### config.mk
export PLATFORM = sky130hd
export DESIGN_NAME = bcd_button_counter_flat
export DESIGN_NICKNAME = d
export VERILOG_FILES = /design/src/rtl/bcd_button_counter_pkg.sv /design/src/rtl/bcd_button_counter_if.sv /design/src/rtl/bcd_button_counter_key_conditioner.sv /design/src/rtl/bcd_button_counter.sv /design/src/flat_wrapper.sv
export SDC_FILE = /design/constraint.sdc
export NUM_CORES = 1
export LEC_CHECK = 0
export CAP_MARGIN = 30
export CORE_ASPECT_RATIO = 0.5
export CORE_MARGIN = 2
export CORE_UTILIZATION = 50
export DETAILED_ROUTE_END_ITERATION = 7
export DONT_BUFFER_PORTS = 1
export HOLD_SLACK_MARGIN = 0.12
export RECOVER_POWER = 100
export SLEW_MARGIN = 10
export SYNTH_ARGS = -nofsm -noshare
export SYNTH_HDL_FRONTEND = slang
export SYNTH_HIERARCHICAL = 1
export SYNTH_SLANG_ARGS = --single-unit
### constraint.sdc
create_clock -name MAX10_CLK1_50 -period 6.6 [get_ports MAX10_CLK1_50]
set_input_delay 0.66 -clock MAX10_CLK1_50 [delete_from_list [all_inputs] [get_ports MAX10_CLK1_50]]
set_output_delay 0.66 -clock MAX10_CLK1_50 [all_outputs]
set_load 0.005 [all_outputs]
### src/rtl/bcd_button_counter_pkg.sv
// Shared types and helpers for the BCD button counter: seven-segment encoding
// and counter sizing.
package bcd_button_counter_pkg;

  localparam logic [7:0] SEG_BLANK = 8'hFF;

  // Active-low a..g in bits 0..6, DP (bit 7) held off; non-decimal codes blank.
  function automatic logic [7:0] seg7_encode(input logic [3:0] digit);
    logic [7:0] seg;
    case (digit)
      4'd0:    seg = 8'hC0;
      4'd1:    seg = 8'hF9;
      4'd2:    seg = 8'hA4;
      4'd3:    seg = 8'hB0;
      4'd4:    seg = 8'h99;
      4'd5:    seg = 8'h92;
      4'd6:    seg = 8'h82;
      4'd7:    seg = 8'hF8;
      4'd8:    seg = 8'h80;
      4'd9:    seg = 8'h90;
      default: seg = SEG_BLANK;
    endcase
    return seg;
  endfunction

  // Width able to hold the largest of the three cycle counts (inclusive).
  function automatic int unsigned cnt_width(input int unsigned a,
                                            input int unsigned b,
                                            input int unsigned c);
    int unsigned m;
    m = a;
    if (b > m) m = b;
    if (c > m) m = c;
    return (m < 1) ? 1 : $clog2(m + 1);
  endfunction

endpackage

### src/rtl/bcd_button_counter_if.sv
// Board-side pins of the BCD button counter: raw keys in, displays and count out.
interface bcd_button_counter_if #(
  parameter int unsigned DIGITS = 6
);
  logic [1:0]          KEY;
  logic [8*DIGITS-1:0] HEX;
  logic [4*DIGITS-1:0] count_bcd;
  logic                at_max;
  logic                at_min;

  modport master (output KEY, input HEX, count_bcd, at_max, at_min);
  modport slave  (input KEY, output HEX, count_bcd, at_max, at_min);
endinterface

### src/rtl/bcd_button_counter_key_conditioner.sv
// One active-low key: 2-FF synchroniser, debounce, and press/auto-repeat pulses.
module key_conditioner
  import bcd_button_counter_pkg::*;
#(
  parameter int unsigned DEBOUNCE_CYCLES = 500000,
  parameter int unsigned REPEAT_DELAY    = 25000000,
  parameter int unsigned REPEAT_RATE     = 5000000
) (
  input  logic clk,
  input  logic rst,
  input  logic key,
  input  logic hold_clr,
  output logic level,
  output logic press,
  output logic repeat_ev
);

  localparam int unsigned CW = cnt_width(DEBOUNCE_CYCLES, REPEAT_DELAY, REPEAT_RATE);

  logic          sync1;
  logic          sync2;
  logic [CW-1:0] db_cnt;
  logic [CW-1:0] hold_cnt;
  logic          repeating;
  logic [CW-1:0] hold_thr_c;

  // First repeat waits the long delay, later ones the short rate.
  assign hold_thr_c = repeating ? CW'(REPEAT_RATE) : CW'(REPEAT_DELAY);

  always_ff @(posedge clk) begin
    if (rst) begin
      sync1     <= 1'b1;
      sync2     <= 1'b1;
      level     <= 1'b1;
      db_cnt    <= '0;
      hold_cnt  <= '0;
      repeating <= 1'b0;
      press     <= 1'b0;
      repeat_ev <= 1'b0;
    end else begin
      sync1     <= key;
      sync2     <= sync1;
      press     <= 1'b0;
      repeat_ev <= 1'b0;

      if (sync2 == level) begin
        db_cnt <= '0;
      end else if (db_cnt == CW'(DEBOUNCE_CYCLES)) begin
        db_cnt <= '0;
        level  <= sync2;
        press  <= ~sync2;
      end else begin
        db_cnt <= db_cnt + CW'(1);
      end

      // Hold timer only runs while this key alone is debounced-pressed.
      if (level || hold_clr) begin
        hold_cnt  <= '0;
        repeating <= 1'b0;
      end else if ((hold_cnt + CW'(1)) >= hold_thr_c) begin
        hold_cnt  <= '0;
        repeating <= 1'b1;
        repeat_ev <= 1'b1;
      end else begin
        hold_cnt <= hold_cnt + CW'(1);
      end
    end
  end

endmodule

### src/rtl/bcd_button_counter.sv
// Two-key BCD up/down counter with wrap/saturate and active-low seven-segment
// outputs, one display per digit.
module bcd_button_counter
  import bcd_button_counter_pkg::*;
#(
  parameter int unsigned DIGITS          = 6,
  parameter int unsigned DEBOUNCE_CYCLES = 500000,
  parameter int unsigned REPEAT_DELAY    = 25000000,
  parameter int unsigned REPEAT_RATE     = 5000000,
  parameter bit          WRAP            = 1'b1,
  parameter bit          BLANK_LZ        = 1'b0
) (
  input  logic                 MAX10_CLK1_50,
  input  logic                 RESET,
  bcd_button_counter_if.slave  bus
);

  localparam int unsigned NW = 4 * DIGITS;
  localparam int unsigned HW = 8 * DIGITS;

  logic [1:0]    level;
  logic [1:0]    press;
  logic [1:0]    repeat_ev;
  logic          hold_clr_c;
  logic          inc_req_c;
  logic          dec_req_c;
  logic [NW-1:0] count;
  logic [NW-1:0] inc_val_c;
  logic [NW-1:0] dec_val_c;
  logic          inc_ovf_c;
  logic          dec_ovf_c;
  logic [HW-1:0] hex_c;
  logic [HW-1:0] hex_q;
  logic          lead_c;
  logic [3:0]    digit_c;
  logic          is_max_c;
  logic          at_max_q;
  logic          at_min_q;

  // Both keys held together suppresses auto-repeat on both.
  assign hold_clr_c = ~level[0] & ~level[1];

  for (genvar k = 0; k < 2; k++) begin : g_key
    key_conditioner #(
      .DEBOUNCE_CYCLES (DEBOUNCE_CYCLES),
      .REPEAT_DELAY    (REPEAT_DELAY),
      .REPEAT_RATE     (REPEAT_RATE)
    ) u_key (
      .clk       (MAX10_CLK1_50),
      .rst       (RESET),
      .key       (bus.KEY[k]),
      .hold_clr  (hold_clr_c),
      .level     (level[k]),
      .press     (press[k]),
      .repeat_ev (repeat_ev[k])
    );
  end

  assign inc_req_c = press[0] | repeat_ev[0];
  assign dec_req_c = press[1] | repeat_ev[1];

  // Ripple carry/borrow; the final carry flags overflow out of the top digit.
  always_comb begin
    inc_val_c = count;
    dec_val_c = count;
    inc_ovf_c = 1'b1;
    dec_ovf_c = 1'b1;
    for (int unsigned n = 0; n < DIGITS; n++) begin
      if (inc_ovf_c) begin
        if (count[4*n +: 4] == 4'd9) begin
          inc_val_c[4*n +: 4] = 4'd0;
        end else begin
          inc_val_c[4*n +: 4] = count[4*n +: 4] + 4'd1;
          inc_ovf_c = 1'b0;
        end
      end
      if (dec_ovf_c) begin
        if (count[4*n +: 4] == 4'd0) begin
          dec_val_c[4*n +: 4] = 4'd9;
        end else begin
          dec_val_c[4*n +: 4] = count[4*n +: 4] - 4'd1;
          dec_ovf_c = 1'b0;
        end
      end
    end
  end

  always_ff @(posedge MAX10_CLK1_50) begin
    if (RESET) begin
      count <= '0;
    end else if (inc_req_c && !dec_req_c) begin
      if (WRAP || !inc_ovf_c) count <= inc_val_c;
    end else if (dec_req_c && !inc_req_c) begin
      if (WRAP || !dec_ovf_c) count <= dec_val_c;
    end
  end

  // Scan from the top digit; leading zeros blank until the first non-zero digit.
  always_comb begin
    hex_c    = '0;
    lead_c   = 1'b1;
    digit_c  = '0;
    is_max_c = 1'b1;
    for (int n = int'(DIGITS) - 1; n >= 0; n--) begin
      digit_c = count[4*n +: 4];
      if (digit_c != 4'd9) is_max_c = 1'b0;
      if (BLANK_LZ && lead_c && (digit_c == 4'd0) && (n != 0)) begin
        hex_c[8*n +: 8] = SEG_BLANK;
      end else begin
        hex_c[8*n +: 8] = seg7_encode(digit_c);
        lead_c = 1'b0;
      end
    end
  end

  always_ff @(posedge MAX10_CLK1_50) begin
    if (RESET) begin
      for (int unsigned n = 0; n < DIGITS; n++) begin
        hex_q[8*n +: 8] <= (BLANK_LZ && (n != 0)) ? SEG_BLANK : seg7_encode(4'd0);
      end
      at_max_q <= 1'b0;
      at_min_q <= 1'b1;
    end else begin
      hex_q    <= hex_c;
      at_max_q <= is_max_c;
      at_min_q <= (count == '0);
    end
  end

  assign bus.count_bcd = count;
  assign bus.HEX       = hex_q;
  assign bus.at_max    = at_max_q;
  assign bus.at_min    = at_min_q;

endmodule

### src/flat_wrapper.sv
// flat-port wrapper written by rule: the top's interface ports become plain ports
module bcd_button_counter_flat import bcd_button_counter_pkg::*;
#(
  parameter int unsigned DIGITS          = 6,
  parameter int unsigned DEBOUNCE_CYCLES = 500000,
  parameter int unsigned REPEAT_DELAY    = 25000000,
  parameter int unsigned REPEAT_RATE     = 5000000,
  parameter bit          WRAP            = 1'b1,
  parameter bit          BLANK_LZ        = 1'b0
)
  (MAX10_CLK1_50, RESET, bus_KEY, bus_HEX, bus_count_bcd, bus_at_max, bus_at_min);
  bcd_button_counter_if #(.DIGITS(DIGITS)) bus_i ();
  input  logic MAX10_CLK1_50;
  input  logic RESET;
  input wire logic [$bits(bus_i.KEY)-1:0] bus_KEY;
  output wire logic [$bits(bus_i.HEX)-1:0] bus_HEX;
  output wire logic [$bits(bus_i.count_bcd)-1:0] bus_count_bcd;
  output wire logic [$bits(bus_i.at_max)-1:0] bus_at_max;
  output wire logic [$bits(bus_i.at_min)-1:0] bus_at_min;
  assign bus_i.KEY = bus_KEY;
  assign bus_HEX = bus_i.HEX;
  assign bus_count_bcd = bus_i.count_bcd;
  assign bus_at_max = bus_i.at_max;
  assign bus_at_min = bus_i.at_min;
  bcd_button_counter #(.DIGITS(DIGITS), .DEBOUNCE_CYCLES(DEBOUNCE_CYCLES), .REPEAT_DELAY(REPEAT_DELAY), .REPEAT_RATE(REPEAT_RATE), .WRAP(WRAP), .BLANK_LZ(BLANK_LZ)) u_core (.MAX10_CLK1_50(MAX10_CLK1_50), .RESET(RESET), .bus(bus_i));
endmodule
**Word-level counts from Yosys, hierarchy flattened**

Memories as Yosys holds them, arrays and structs flattened. A register that Yosys moved wholly into a read port is not among the register bits.
Cells that the tools add are included.

- $lt $le $gt $ge: 2
- $add $sub $neg: 16
- Equality and inequality tests: 21
- Reductions and logical operators: 35
- Bitwise gates (word level): 11
- Muxes and demuxes: 47

Operators with widths:

| operator | count |
|---|---|
| 25-bit by 1-bit adder with 25-bit output, second input constant | 4 |
| 4-bit two-way mux | 22 |
| 25-bit by 19-bit equality test with 1-bit output, second input constant | 2 |
| 25-bit >= comparator | 2 |
| 25-bit two-way mux | 2 |
| 24-bit two-way mux | 2 |
| 4-bit by 1-bit adder with 4-bit output, second input constant | 6 |
| 4-bit equality test, second input constant | 6 |
| 24-bit logical NOT | 1 |
| 4-bit logical NOT | 6 |
| 4-bit != test, second input constant | 6 |
| 4-bit by 1-bit subtractor with 4-bit output, second input constant | 6 |
| 1-bit two-way mux | 21 |
| 3-bit OR reduction | 6 |
| 3-bit AND reduction | 5 |
| 2-bit nonzero test | 6 |
| 2-bit by 1-bit != test with 1-bit output, second input constant | 5 |
| 1-bit NOT | 8 |
| 6-bit OR reduction | 1 |
| 2-bit AND reduction | 2 |
| 2-bit OR reduction | 2 |
| 1-bit equality test | 2 |
| 1-bit logical AND | 2 |
| 1-bit logical NOT | 2 |
| 3 further kinds | 5 |

- Flip-flop bits (word level): 186
- Word-level logic and storage cells: 163
- Output and inout port bits: 74
- Input bits: 4
- ROM bits: 672
- Memories: 6

Memory list:

| name | words | bits a word | read ports | clocked after Yosys merged registers in | write ports | RTL line | source |
|---|---|---|---|---|---|---|---|
| (name not given) | 16 | 7 | 1 | 1 | 0 | bcd_button_counter_pkg.sv:10 | `case (digit)` |
| (name not given) | 16 | 7 | 1 | 1 | 0 | bcd_button_counter_pkg.sv:10 |  |
| (name not given) | 16 | 7 | 1 | 1 | 0 | bcd_button_counter_pkg.sv:10 |  |
| (name not given) | 16 | 7 | 1 | 1 | 0 | bcd_button_counter_pkg.sv:10 |  |
| (name not given) | 16 | 7 | 1 | 1 | 0 | bcd_button_counter_pkg.sv:10 |  |
| (name not given) | 16 | 7 | 1 | 1 | 0 | bcd_button_counter_pkg.sv:10 |  |

**Longest topological paths before layout**

Gate-level depths: netlist of the first run.

- Word-level depth: 9
- Gate-level depth with buffers: 15
- Depth with buffers taken out: 13

**Hierarchy**

Netlist of the first run, hierarchy kept.

Modules (own cells, without submodules):

| module | seq. area each (um^2) | cells an instance | area an instance (um^2) | instances |
|---|---|---|---|---|
| bcd_button_counter | 1,361.3 | 509 | 4,127.7 | 1 |
| key_conditioner (u_core.g_key[1].u_key) | 1,121.1 | 360 | 3,024.2 | 1 |
| key_conditioner (u_core.g_key[0].u_key) | 1,121.1 | 328 | 2,999.1 | 1 |

**Least setup slack after synthesis of the first run**

No wires, ideal clock.

- Path type: register to register
- From: register u_core.g_key[0].u_key.hold_cnt[0]
- To: register u_core.g_key[0].u_key.hold_cnt[16]
- Stages on the path, launching flop included: 16
- Clock period less this slack: 3.267 ns
- Setup slack: 3.333 ns
- Arrival: 3.148 ns
- Buffers on the path: 2
- Path through: dfxtp_1 > ha_1 > nand3_1 > nor4_2 > nand4_1 > xnor2_1 > ha_1 > nand2_1 > nor2_1 > and3_2 > nor2_1 > or4b_1 > and4bb_1 > buf_6 > buf_12 > nor3b_2

- Word-level cells in the longest chain between the ends: 3

Ends and longest elaborated chain:

| what | RTL line | source |
|---|---|---|
| start: declaration | bcd_button_counter_key_conditioner.sv:23 | `logic [CW-1:0] hold_cnt;` |
| start signal: assignment | bcd_button_counter_key_conditioner.sv:65 | `hold_cnt <= hold_cnt + CW'(1);` |
| 25-bit by 1-bit adder with 25-bit output * | bcd_button_counter_key_conditioner.sv:60, bcd_button_counter_key_conditioner.sv:65 |  |
| 25-bit >= comparator | bcd_button_counter_key_conditioner.sv:60 | `end else if ((hold_cnt + CW'(1)) >= hold_thr_c) begin` |
| 3-bit OR reduction (no source line) | -- |  |

Every way passes the cells marked *; elsewhere a longest branch is shown, timed or not.
A chain may end at the register's enable or synchronous reset.

**Worst setup path after layout of the first run**

Same ends and word-level chain as after synthesis.

==> results summary, run 1 <==
The run finished, with violations left. The final reports fail on capacitance limit, slew limit. The row count is 36. The arithmetic-cell share of the synthesized area counting full adders, half adders and majority gates came out at 6.53%. The number of gates resized after cts is 0.

The post-DP HPWL came out at 14700 µm. The dominant combinational cell family by area after synthesis is simple AND/OR/NAND/NOR gates. A synthesized cell averages 8.48 µm². CTS saw 180 sinks. The count of warnings emitted by yosys is 48.

The count of different cell masters after synthesis came out at 93. The sequential area share after synthesis came out at 35.5%. The number of antenna violations at the first check in global routing is 1. For this run, design rule violations remaining after detail routing come to 0. The delay contributed by the slowest stage of the critical path came out at 910 ps.

The average vias per placed instance is 5.66. The final period utilization came out at a little under three quarters. Data arrives at the worst endpoint at roughly 5000 ps. Setup repair after global routing left no endpoint under its margin. The horizontal die dimension came out at 206 µm. The number of hold buffers added after CTS was 0. The weighted congestion at the end of routability-driven global placement is between 0.8 and 0.9. The proportion of layout cells with a drive suffix above 1 is under 10%. Measured along the y axis, the die boundary spans 105 µm. The critical path is of the reg2reg type. The die area came out at between 20000 and 25000 µm².

The post-CTS setup buffer count came out at 0. The area growth from synthesis to layout is 5.05%. The area of all placed cells without fillers came out at 10700 µm². Clock skew on the completed layout was measured at approximately 10 ps.

The clock buffer count from CTS came out at 17. The number of H-tree levels is 4. Traced cell by cell, the critical path runs through ha_1 -> nand3_1 -> nor4_1 -> nand4_1 -> xnor2_1 -> ha_1 -> nand2_1 -> nor2_1 -> and3_2 -> nor2_1 -> or4b_1 -> and4bb_1 -> clkbuf_1 -> nor3b_1. The mapped cell area came out at 10200 µm². The maximum count of clock buffers along a single path is 2. The detailed-route via count is 8145. Summing all flip-flop and latch instances after layout gives 3600 µm². STA classifies the critical path startpoint as a register. STA classifies the critical path endpoint as a register. The highest attainable clock frequency came out at roughly 210 MHz. The insertion delay of the later-clocked pin in the worst-skew pair is 450 ps. The synthesized netlist devotes 7.33% of its cell area to XOR and XNOR gates. The critical-path maximum fanout came out at 22.

The via count of the first global-routing pass came out at around 7600. The worst slew slack as a fraction of its limit is -49.3%. The multi-input combinational cells in the finished layout cover a total of 5870 µm². The DRC violation total after the first TritonRoute iteration came out at 511. The worst min-delay path category is in2reg. In this run the remaining antenna-violating nets after routing total 0.

The actual slew at the worst max-slew pin came out at 2240 ps. Among all flip-flop cells after synthesis, the most frequent one is sky130_fd_sc_hd__dfxtp_1. The number of iterations in the first detailed-routing pass came out at 5. The starting utilization of the core area is 51.6%.

The number of enable-type register cells in the synthesized netlist is 0. The combined global-route utilization of all metal layers is 21.2%. The worst-case IR drop observed on VDD is between 150 and 200 µV. The detail-routed net length per standard cell is 15.3 µm.

The ratio of total power to cell area came out at between 200 and 250 nW/µm². 78 I/O pins were placed. The final net count came out at 1216.

For this design the static power due to leakage is 3.93 nW. The async set or reset register ratio after synthesis is 0%. Setup total negative slack on the finished layout was measured at 0 ps. TritonCTS built the clock tree. The sum of routed wire length over all layers is 22000 µm. The final critical path time including I/O delays and setup is between 4000 and 5000 ps.

The mux share of post-synthesis cell area came out at 2.17%. The count of endpoints failing setup in the final report came out at 0. The number of max-capacitance violations reported is 2. After global routing the overflow that remains totals 0. The total count of max-transition violations in the final report is 76. The gate count after technology mapping is 1197.

The compound-cell area share of the yosys netlist is 14.1%. The pin count of the biggest net entering global routing is 61. The total power after layout came out at 2.20 mW. The CTS root buffer is sky130_fd_sc_hd__clkbuf_16. The cell with the largest stage delay on the worst path is sky130_fd_sc_hd__clkbuf_1. The clock slew at the register clock pins of the worst setup and hold paths came out at roughly 70 ps.

Port buffering added 0 buffers. The total count of hold-check failures in the final report came out at 0. Summing all placed instances gives a cell area of slightly above 10000 µm². The register bit total from synthesis came out at 180. The layout filler cell count is 1848. The endpoint required time on the critical path came out at 6880 ps.

The area fraction in and, or, nand and nor cells after synthesis is around 29%. The core box area is 19700 µm². The global-route wire length before repair is 37500 µm.
[flip-flops by register name, indices dropped and copies added (netlist names), 2 cells and up]
signal	cells
u_core/g_key.u_key/db_cnt	50
u_core/g_key.u_key/hold_cnt	50
u_core/bus.HEX	42
u_core/bus.count_bcd	24
u_core/g_key.u_key/level	2
u_core/g_key.u_key/press	2
u_core/g_key.u_key/repeat_ev	2
u_core/g_key.u_key/repeating	2
u_core/g_key.u_key/sync1	2
u_core/g_key.u_key/sync2	2
[synth_stat cells, types with 13 or more instances]
| cell type | n | area (µm²) |
|---|---|---|
| sky130_fd_sc_hd__or3_1 | 15 | 93.8 |
| sky130_fd_sc_hd__xnor2_1 | 48 | 420 |
| sky130_fd_sc_hd__buf_4 | 13 | 97.6 |
| sky130_fd_sc_hd__nand4_1 | 21 | 131 |
| sky130_fd_sc_hd__nand3_1 | 54 | 270 |
| sky130_fd_sc_hd__dfxtp_1 | 180 | 3600 |
| sky130_fd_sc_hd__a21oi_1 | 67 | 335 |
| sky130_fd_sc_hd__o21ai_0 | 47 | 235 |
| sky130_fd_sc_hd__inv_1 | 49 | 184 |
| sky130_fd_sc_hd__clkbuf_1 | 33 | 124 |
| sky130_fd_sc_hd__xor2_1 | 37 | 324 |
| sky130_fd_sc_hd__nor3_1 | 22 | 110 |
| sky130_fd_sc_hd__and3_1 | 29 | 181 |
| sky130_fd_sc_hd__nor2_1 | 141 | 529 |
| sky130_fd_sc_hd__ha_1 | 53 | 663 |
| sky130_fd_sc_hd__nand2_1 | 115 | 432 |
[cell usage in the layout, fill, tap and decap left out, types with 7 or more instances in the layout]
master and instances:
sky130_fd_sc_hd__a211oi_1 12, sky130_fd_sc_hd__a21oi_1 68, sky130_fd_sc_hd__a31oi_1 11, sky130_fd_sc_hd__and2_1 10, sky130_fd_sc_hd__and3_1 29, sky130_fd_sc_hd__clkbuf_16 17, sky130_fd_sc_hd__dfxtp_1 180, sky130_fd_sc_hd__ha_1 53
sky130_fd_sc_hd__inv_1 50, sky130_fd_sc_hd__mux2_2 11, sky130_fd_sc_hd__nand2_1 115, sky130_fd_sc_hd__nand2b_1 9, sky130_fd_sc_hd__nand3_1 54, sky130_fd_sc_hd__nand4_1 21, sky130_fd_sc_hd__nor2_1 141, sky130_fd_sc_hd__nor2b_1 10
sky130_fd_sc_hd__nor3_1 27, sky130_fd_sc_hd__nor3b_1 16, sky130_fd_sc_hd__nor4_1 13, sky130_fd_sc_hd__nor4b_1 9, sky130_fd_sc_hd__o211ai_1 7, sky130_fd_sc_hd__o21a_1 12, sky130_fd_sc_hd__o21ai_0 47, sky130_fd_sc_hd__or3_1 15
sky130_fd_sc_hd__xnor2_1 48, sky130_fd_sc_hd__xor2_1 37
[per-stage QoR]
| step | util [%] | hold WS, ps | setup WS, ps | cells |
|---|---|---|---|---|
| 2_1_floorplan | - | 389 | 3330 | 1202 |
| 3_3_place_gp | 51.5 | 393 | 2780 | 1405 |
| 6_report | 54.2 | 285 | 1870 | 1439 |
| 3_5_place_dp | 51.5 | 397 | 2690 | 1405 |
| 4_1_cts | 54.8 | 257 | 2660 | 1437 |
| 5_1_grt | 54.2 | 264 | 1380 | 1439 |
[final cells by class]
type / instances / area share (%)
Multi-Input combinational cell: 905 / 55.0
Sequential cell: 180 / 33.8
Clock buffer: 18 / 4.12
Tap cell: 266 / 3.12
Clock inverter: 14 / 1.87
Inverter: 52 / 1.83
Timing Repair Buffer: 3 / 0.211
Antenna cell: 1 / 0.0235
[critical path, delay by kind of cell (launching register included)]
family,cells,cell delay (ps)
and+or+nand+nor,10,2420
buffers and inverters,1,910
adders and majority gates,2,610
DFF,1,440
xor gates and xnor gates,1,180
[power by group]
group	internal [mW]	total, mW	switching [mW]
registers	1.09	1.09	0.00103
logic	0.00332	0.0114	0.00805
clock network	0.648	1.11	0.457
total	1.74	2.20	0.466
[path summary, 6_finish.rpt]
| check | from | endpoint | slack [ps] | depth (start not counted) |
|---|---|---|---|---|
| worst max register to register | u_core/g_key[0].u_key/hold_cnt[0] | u_core/g_key[0].u_key/hold_cnt[16] | 1870 | 14 |
| worst min register to register | u_core/g_key[0].u_key/sync1 | u_core/g_key[0].u_key/sync2 | 410 | 1 |
| worst max-delay path | u_core/g_key[0].u_key/hold_cnt[0] | u_core/g_key[0].u_key/hold_cnt[16] | 1870 | 14 |
| worst min-delay path | RESET | u_core/bus.HEX[33] | 290 | 1 |
[cells by family after synthesis]
| logic type | after synthesis |
|---|---|
| AO/OA/AOI/OAI | 214 |
| buffers and inverters | 117 |
| XOR/XNOR | 85 |
| flip-flops | 180 |
| adder cells (fa/ha/maj) | 53 |
| other | 1 |
| AND/OR/NAND/NOR | 528 |
| multiplexers | 19 |
[metal layers]
| metal | share of wire, % | GRT usage (%) | wire length (µm) |
|---|---|---|---|
| met1 | 50 | 29.5 | 11100 |
| met2 | 44 | 32.8 | 9770 |
| met3 | 3.8 | 4.34 | 837 |
| met4 | 1.3 | 7.04 | 280 |
| met5 | 0 | 0 | 0 |
(Power assumes the default switching activity.)
==> run 2, diff against run 1 <==
--- a/config.mk
+++ b/config.mk
@@ -5,6 +5,7 @@
 export SDC_FILE = /design/constraint.sdc
 export NUM_CORES = 1
 export LEC_CHECK = 0
+export ABC_AREA = 1
 export CAP_MARGIN = 30
 export CORE_ASPECT_RATIO = 0.5
 export CORE_MARGIN = 2
@@ -12,6 +13,7 @@
 export DETAILED_ROUTE_END_ITERATION = 7
 export DONT_BUFFER_PORTS = 1
 export HOLD_SLACK_MARGIN = 0.12
+export PLACE_DENSITY = 0.68
 export RECOVER_POWER = 100
 export SLEW_MARGIN = 10
 export SYNTH_ARGS = -nofsm -noshare
==> constraint.sdc (replaced) <==
create_clock -name MAX10_CLK1_50 -period 3.9 [get_ports MAX10_CLK1_50]
set_input_delay 0.39 -clock MAX10_CLK1_50 [delete_from_list [all_inputs] [get_ports MAX10_CLK1_50]]
set_output_delay 0.39 -clock MAX10_CLK1_50 [all_outputs]
set_load 0.005 [all_outputs]
==> results summary, run 2 <==
Counting both buffers and inverters, the worst setup path holds a total of 3. Setup repair after global routing left no endpoint under its margin. For the worst-skew pair, the clock arrives at the later sink with an insertion delay of around 440 ps. From left edge to right edge, the die measures roughly 210 µm. The worst slew slack as a fraction of its limit came out at roughly half.

The share of total power in sequential cells is 52.6%. In the final layout, the share of cells above drive strength 1 is 9.36%. Once detail routing completed, the nets flagged for antenna violations numbered 0. The sequential cells in the finished layout cover a total of around 3600 µm².

The total count of max-transition violations in the final report came out at 0. The initial utilization of the core area, before any placement, comes to approximately half. Adding up every negative setup slack in the final design gives 0 ps.

The final net count came out at around 1500. The register bit total from synthesis came out at 180. The y dimension of the die is 106 µm. The net load switching power is roughly 0.74 mW. Before CTS, the worst setup slack after placement is 750 ps. The reported leakage power is 4.45 nW. The top cell types in the final layout, fill and taps aside, are sky130_fd_sc_hd__nand2_1, sky130_fd_sc_hd__inv_1, sky130_fd_sc_hd__dfxtp_1, sky130_fd_sc_hd__nor2_1, sky130_fd_sc_hd__nand3_1. Among all cell types in the netlist, the one instantiated most often is sky130_fd_sc_hd__nand2_1.

The sum of routed wire length over all layers is 23100 µm. The flow ran to the end, and the final reports show no timing, DRC or antenna violations. The global-route wire length before repair is around 38000 µm. The worst setup path is of the reg2reg kind.

The DRC violation total after the first TritonRoute iteration came out at 708. The post-DP HPWL came out at approximately 17000 µm. Hold is met by approximately 140 ps. The kind of cell with the highest combined delay along the critical path is simple AND/OR/NAND/NOR gates. Among all flip-flop cells after synthesis, the most frequent one is sky130_fd_sc_hd__dfxtp_1.

The library cell used most frequently in the layout, excluding fill and tap cells, is sky130_fd_sc_hd__nand2_1. The CTS root buffer is sky130_fd_sc_hd__clkbuf_16. The maximum count of clock buffers along a single path is 2. The total internal power came out at 2.76 mW. The sequential area share after synthesis came out at 34.5%.

The number of buffers inserted by port buffering came out at 0. Traced cell by cell, the critical path runs through nand2_1 -> nor2_1 -> nand2_4 -> nor2_2 -> nand3_1 -> nor4_1 -> xor2_1 -> inv_1 -> ha_1 -> nand3_1 -> inv_1 -> nand2_1 -> nor2_1 -> nand2_2 -> nand4_4 -> buf_12 -> nor2_1. The core region is 20500 µm². The number of max-capacitance violations reported is 0. The gate count after technology mapping is approximately 1500. The top-area cell type share of the netlist area is 34.5%. The actual slew at the worst max-slew pin is 773 ps. The count of endpoints failing setup in the final report came out at 0. The TritonCTS clock tree is yes. The total placed instance area came out at 10600 µm². The worst register-to-register path ends at u_core/g_key[0].u_key/hold_cnt[9]. The repair_antennas step left the layout with diodes totalling 0. The ratio of total power to cell area came out at 318 nW/µm². The I/O pin count came out at 78.

The die covers ~22000 µm². The start of the worst register-to-register path is u_core/g_key[0].u_key/hold_cnt[3]. Among the stages of the critical path, the cell type that occurs most often is sky130_fd_sc_hd__nor2_1.

The total count of hold-check failures in the final report came out at 0. The via count of the first global-routing pass was 8275. The area of all placed cells without fillers is between 10000 and 15000 µm². The area overhead of the layout relative to synthesis came out at 5.68%. Clock skew on the completed layout was measured at 9.86 ps.

The slowest stage of the critical path belongs to the cell sky130_fd_sc_hd__dfxtp_1. The arrival time of data at the critical path endpoint is 3680 ps. The detailed-route via count is 8992. The hold path startpoint is RESET. After synthesis, the mean cell area works out to a little over 7 µm². Based on the critical path, the design can be clocked at up to 302 MHz. The number of antenna violations at the first check in global routing is 0.

The number of H-tree levels came out at 4. Global routing consumed, over all layers together, 21.2% of the routing resources. The global-route congestion overflow total came out at 0.

The element type at the critical path end is a register. The pin count of the biggest net entering global routing came out at 40. The async set or reset register ratio after synthesis is 0%.

The count of different cell masters after synthesis came out at 53. The biggest area contributor in the post-synthesis netlist is sky130_fd_sc_hd__dfxtp_1. The delay contributed by the slowest stage of the critical path came out at 380 ps. The worst min-delay path category is in2reg. The count of warnings emitted by yosys is between 40 and 50.

The row count came out at 37. Along the worst path, the maximum fanout reaches 16. The final critical path time including I/O delays and setup is 3310 ps. Ranked by total cell area, the synthesized netlist is headed by sky130_fd_sc_hd__dfxtp_1, sky130_fd_sc_hd__nand2_1, sky130_fd_sc_hd__inv_1. Data on the critical path is required at its endpoint by 4270 ps.

The worst reg-to-reg setup slack came out at 590 ps. The number of clock sinks seen by CTS is 180. Buffers inserted during clock tree synthesis total 17. The worst path meets setup with 588 ps of slack. The number of cells traversed by the worst register-to-register path is 17. The final core area utilization came out at 53.8%.

The fraction of power consumed by combinational cells came out at 1.1%. The multi-input combinational cells in the finished layout cover a total of around 5700 µm². Post-CTS timing repair inserted 0 buffers for setup. The final critical path takes up 84.9% of the cycle.

The detail-routed net length per standard cell is 13.3 µm. The weighted congestion at the end of routability-driven global placement came out at 0.906. The worst setup path is launched from a register. For hold timing, the worst endpoint is u_core/bus.at_max. The number of iterations in the first detailed-routing pass came out at 7. The number of gates resized after cts came out at 0. The proportion of total power due to net switching came out at about a fifth. After detailed routing, the number of remaining DRC violations is 0. Across the VDD grid, the largest voltage drop is 282 µV. Counting flops with a built-in enable in the synthesized netlist gives 0.

The clock slew at the register clock pins of the worst setup and hold paths is 60 ps. The mapped cell area came out at 10400 µm². Counting instances in the post-synthesis netlist gives the leading cell types as sky130_fd_sc_hd__nand2_1, sky130_fd_sc_hd__inv_1, sky130_fd_sc_hd__dfxtp_1. The average vias per placed instance is just over 5. The layout filler cell count is 1967. The share of total power dissipated in the clock network is 46.4%. The worst hold path passes through 3 cells.
[run 2: kinds of logic after synthesis]
group,count (synthesis),share of synthesized area (%)
other,1,0.0359
DFF,180,34.5
xor gates and xnor gates,46,3.86
adders and majority gates,53,6.35
and+or+nand+nor,777,37.1
AOI/OAI and AO/OA,157,8.51
buffers and inverters,238,9.57
[run 2: layout make-up]
class / instances / share of cell area, %
clock inverters: 7 / 0.692
clock buffers: 24 / 4.28
well taps: 273 / 3.10
multi-input cells: 1039 / 51.3
flip-flops and latches: 180 / 32.7
inverters: 206 / 7.01
repair buffers: 7 / 0.919
[run 2: what timing repair did]
action / in CTS / in global routing
endpoints found under the setup margin: 0 / 0
hold endpoints to repair: 39 / 0
hold buffers: 4 / 0
[run 2: how the worst max path moves through the flow]
stage                                      start                           endpoint  slack, ps  depth (start not counted)
2_1_floorplan  u_core/g_key[0].u_key/hold_cnt[3]  u_core/g_key[0].u_key/hold_cnt[6]       1240                         15
3_3_place_gp   u_core/g_key[0].u_key/hold_cnt[0]  u_core/g_key[0].u_key/hold_cnt[0]        810                         15
3_5_place_dp   u_core/g_key[0].u_key/hold_cnt[0]  u_core/g_key[0].u_key/hold_cnt[0]        750                         17
4_1_cts        u_core/g_key[0].u_key/hold_cnt[3]  u_core/g_key[0].u_key/hold_cnt[0]        710                         17
5_1_grt        u_core/g_key[0].u_key/hold_cnt[3]  u_core/g_key[0].u_key/hold_cnt[9]        320                         17
6_report       u_core/g_key[0].u_key/hold_cnt[3]  u_core/g_key[0].u_key/hold_cnt[9]        590                         17
[run 2: per-stage QoR]
stage / power (mW) / std cells
after global routing: 3.62 / 1736
final: 3.50 / 1736
after CTS: 3.55 / 1736
after global placement: 1.90 / 1700
after detailed placement: 1.91 / 1701
after floorplan: 1.91 / 1457
[run 2: routing by layer]
layer  GRT usage [%]  share of wire, %  routed length (µm)
met1            28.3                49               11300
met4            6.73               1.2                 272
met3            4.58               5.0                1160
met5               0                 0                   0
met2            34.4                45               10400
[run 2: tightest hold or removal path, delay by kind of cell]
| family | cells | cell delay (ps) |
|---|---|---|
| and+or+nand+nor | 3 | 130 |
[run 2: power groups by stage]
stage               combinational (mW)  clock [mW]  sequential [mW]
floorplan                       0.0260           0             1.88
global placement                0.0211           0             1.88
detailed placement              0.0245           0             1.88
CTS                             0.0367        1.67             1.84
global route                    0.0404        1.73             1.84
finish                          0.0370        1.62             1.84
==> run 3, diff against run 2 <==
--- a/config.mk
+++ b/config.mk
@@ -13,7 +13,6 @@
 export DETAILED_ROUTE_END_ITERATION = 7
 export DONT_BUFFER_PORTS = 1
 export HOLD_SLACK_MARGIN = 0.12
-export PLACE_DENSITY = 0.68
 export RECOVER_POWER = 100
 export SLEW_MARGIN = 10
 export SYNTH_ARGS = -nofsm -noshare
==> constraint.sdc (replaced) <==
create_clock -name MAX10_CLK1_50 -period 3.44 [get_ports MAX10_CLK1_50]
set_input_delay 0.344 -clock MAX10_CLK1_50 [delete_from_list [all_inputs] [get_ports MAX10_CLK1_50]]
set_output_delay 0.344 -clock MAX10_CLK1_50 [all_outputs]
set_load 0.005 [all_outputs]
==> results summary, run 3 (synthesis gave the netlist of run 2 again) <==
The run finished with clean final reports. The most common cell after layout, fill and taps aside is sky130_fd_sc_hd__nand2_1. The tree is rooted in a sky130_fd_sc_hd__clkbuf_16. The final critical path time including I/O delays and setup came out at a little over 3000 ps. The critical-path maximum fanout came out at 20. The detailed-route via count is 8942. The clock arrives with between 6 and 7 ps of skew. The clock group share of total power came out at 50.6%.

The maximum ir drop on the vdd rail came out at 344 µV. The DRC violation total after the first TritonRoute iteration came out at 604. The share of total power in sequential cells came out at between 40% and 50%. The worst slew slack as a fraction of its limit is 46.0%.

The ratio of total power to cell area is 386 nW/µm². The number of design rule violations left after detail routing came out at 0. The type of element launching the critical path is a register. The proportion of layout cells with a drive suffix above 1 is 9.54%. For hold timing, the worst endpoint is u_core/g_key[0].u_key/db_cnt[22]. The critical path class is reg2reg. Global routing finished with a remaining overflow of 0. The pre-CTS setup slack is 433 ps. In this run the critical register-to-register path is launched from u_core/g_key[1].u_key/repeat_ev. Entering global routing, the biggest net connects 42 pins.

The detail-routed net length per standard cell is roughly 13 µm. Summed over all cells, the static leakage comes to about 4.5 nW. The endpoint identified for the worst register-to-register timing path is u_core/bus.count_bcd[11]. The final standard cell count with taps included and fillers excluded is 1740. The number of clock sinks seen by CTS came out at 180. Counting instances, the worst hold path has a depth of 3.

The number of gates resized after cts came out at 0. The signal on the critical path passes through nor2_1 -> ha_1 -> clkbuf_1 -> inv_1 -> nand2_1 -> nand3_1 -> nor2_1 -> inv_1 -> nor2_1 -> nor2_1. The final period utilization came out at 88.1%. The proportion of total power due to net switching is around a fifth. Summed over all nets, the half-perimeter wirelength after detailed placement is 16900 µm. Setup repair after global routing left no endpoint under its margin. The number of placed instances, taps included is 1704. The row count came out at 37. The die covers 22100 µm².

The longest clock path from root to sink contains 2 buffers. The horizontal die dimension is roughly 210 µm. Grouping stages by cell kind, the critical path spends the most delay in buffers and inverters. The average vias per placed instance is 5.14.

The endpoint required time on the critical path came out at 3780 ps. The highest attainable clock frequency came out at 330 MHz. The clock slew at the register clock pins of the worst setup and hold paths is roughly 70 ps.

The number of buffer and inverter instances along the worst setup path is 3. The TritonCTS clock tree is yes. In this design, the stage delay of the slowest critical-path cell is 610 ps.

The arrival time of data at the critical path endpoint is roughly 3400 ps. The worst reg-to-reg setup slack is 410 ps. At the end of routability-driven placement, the weighted congestion stood at 0.891.

The final antenna-violating net count is 0. The total power after layout is approximately 4.3 mW. The slowest stage of the critical path is the sky130_fd_sc_hd__clkbuf_1 cell. The global-route wire length before repair is 38400 µm. The worst hold path begins at RESET. The total count of max-transition violations in the final report is 0. Max-cap violations in this run came to 0. For the pin with the worst max-slew slack, the measured transition is 810 ps. The via count of the first global-routing pass is around 8000. Buffers added to address setup during post-CTS repair amount to 0. The number of cells traversed by the worst register-to-register path is 10. For this design the total switching power over the nets is 0.858 mW. The number of clock buffers added by TritonCTS is 17.

For this block, the routed nets add up to around 23000 µm of wire. The count of inserted antenna diode cells is 0. The number of antenna violations at the first check in global routing is 0. The final worst setup slack came out at 408 ps. The total internal power is 3.45 mW. Setup violations remaining at the end of the flow were counted as 0. The library cell appearing most often on the critical path is sky130_fd_sc_hd__nor2_1. The library cells used most frequently in the layout, excluding fill and tap cells, are sky130_fd_sc_hd__nand2_1, sky130_fd_sc_hd__inv_1, sky130_fd_sc_hd__dfxtp_1, sky130_fd_sc_hd__nor2_1, sky130_fd_sc_hd__nand3_1. Once layout is done, the placed cells without fillers occupy between 10000 and 15000 µm².

The total count of hold-check failures in the final report is 0. The core box area came out at between 20000 and 25000 µm². The I/O pin count is 78. The insertion delay of the later-clocked pin in the worst-skew pair is 450 ps.

The area overhead of the layout relative to synthesis came out at 6.86%. The number of buffers inserted by port buffering came out at 0. The worst setup path is captured at a register. For the final routed database, the setup TNS stands at 0 ps. The y dimension of the die came out at 106 µm.

The H-tree was split into 4 levels. The fraction of power consumed by combinational cells is 0.9%. The number of iterations in the first detailed-routing pass is 5. The total placed instance area came out at about 11000 µm². The worst min-delay path category is in2reg.

The starting utilization of the core area came out at between 50% and 60%. The final layout contains roughly 1500 nets. The combined global-route utilization of all metal layers is between 20% and 30%.
[run 3: cell types whose count changed in the layout (fill, tap and decap cells not counted), sizes merged]
cell / before / now
buf: 3 / 6
clkinv: 6 / 4
clkinvlp: 2 / 1
bufinv: 1 / 5
[run 3: metal layers]
| metal | vias to the layer above | routed length (µm) | share of wire, % | global-route usage, % |
|---|---|---|---|---|
| met3 | 30 | 1140 | 5.0 | 4.73 |
| li1 | 4634 | - | - | - |
| met2 | 191 | 9870 | 43 | 33.7 |
| met1 | 4087 | 11600 | 51 | 28.7 |
| met5 | - | 0 | 0 | 0 |
| met4 | 0 | 339 | 1.5 | 7.45 |
[run 3: timing repair]
action | 4_1_cts | 5_1_grt
hold buffers | 4 | 0
endpoints found under the hold margin | 42 | 0
endpoints found under the setup margin | 0 | 0
[run 3: area by class of cell]
type,instances,area (µm²)
timing repair buffer,10,124
clock inverter,8,171
multi-input combinational,1039,5660
clock buffer,24,482
fill,2041,9360
inverter,206,773
sequential,180,3600
tap,273,342
[run 3: how the worst max path moves through the flow]
stage	start	slack [ps]	cells after the start	endpoint
floorplan	u_core/g_key[0].u_key/hold_cnt[3]	780	15	u_core/g_key[0].u_key/hold_cnt[6]
global placement	u_core/g_key[1].u_key/hold_cnt[0]	500	15	u_core/g_key[1].u_key/hold_cnt[0]
detailed placement	u_core/g_key[1].u_key/hold_cnt[0]	430	15	u_core/g_key[1].u_key/hold_cnt[2]
CTS	u_core/g_key[1].u_key/hold_cnt[0]	390	15	u_core/g_key[1].u_key/hold_cnt[2]
global route	u_core/g_key[1].u_key/repeat_ev	110	10	u_core/bus.count_bcd[9]
finish	u_core/g_key[1].u_key/repeat_ev	410	10	u_core/bus.count_bcd[11]
[run 3: power groups by stage]
| stage | combinational, mW | clock [mW] | sequential (mW) |
|---|---|---|---|
| after global routing | 0.0446 | 2.32 | 2.09 |
| after global placement | 0.0243 | 0 | 2.13 |
| final | 0.0398 | 2.18 | 2.09 |
| after floorplan | 0.0295 | 0 | 2.13 |
| after detailed placement | 0.0259 | 0 | 2.13 |
| after CTS | 0.0399 | 2.25 | 2.09 |
[run 3: stage by stage]
step | hold slack [ps] | utilization, %
after floorplan | 389 | -
after global placement | 429 | 51.9
after detailed placement | 421 | 51.9
after CTS | 138 | 55.4
after global routing | 156 | 54.4
final | 161 | 54.4
[run 3: tightest hold or removal path, cell delays in order]
cell and delay, ps:
sky130_fd_sc_hd__nor2_1 70, sky130_fd_sc_hd__nand3_1 100, sky130_fd_sc_hd__a21oi_1 40
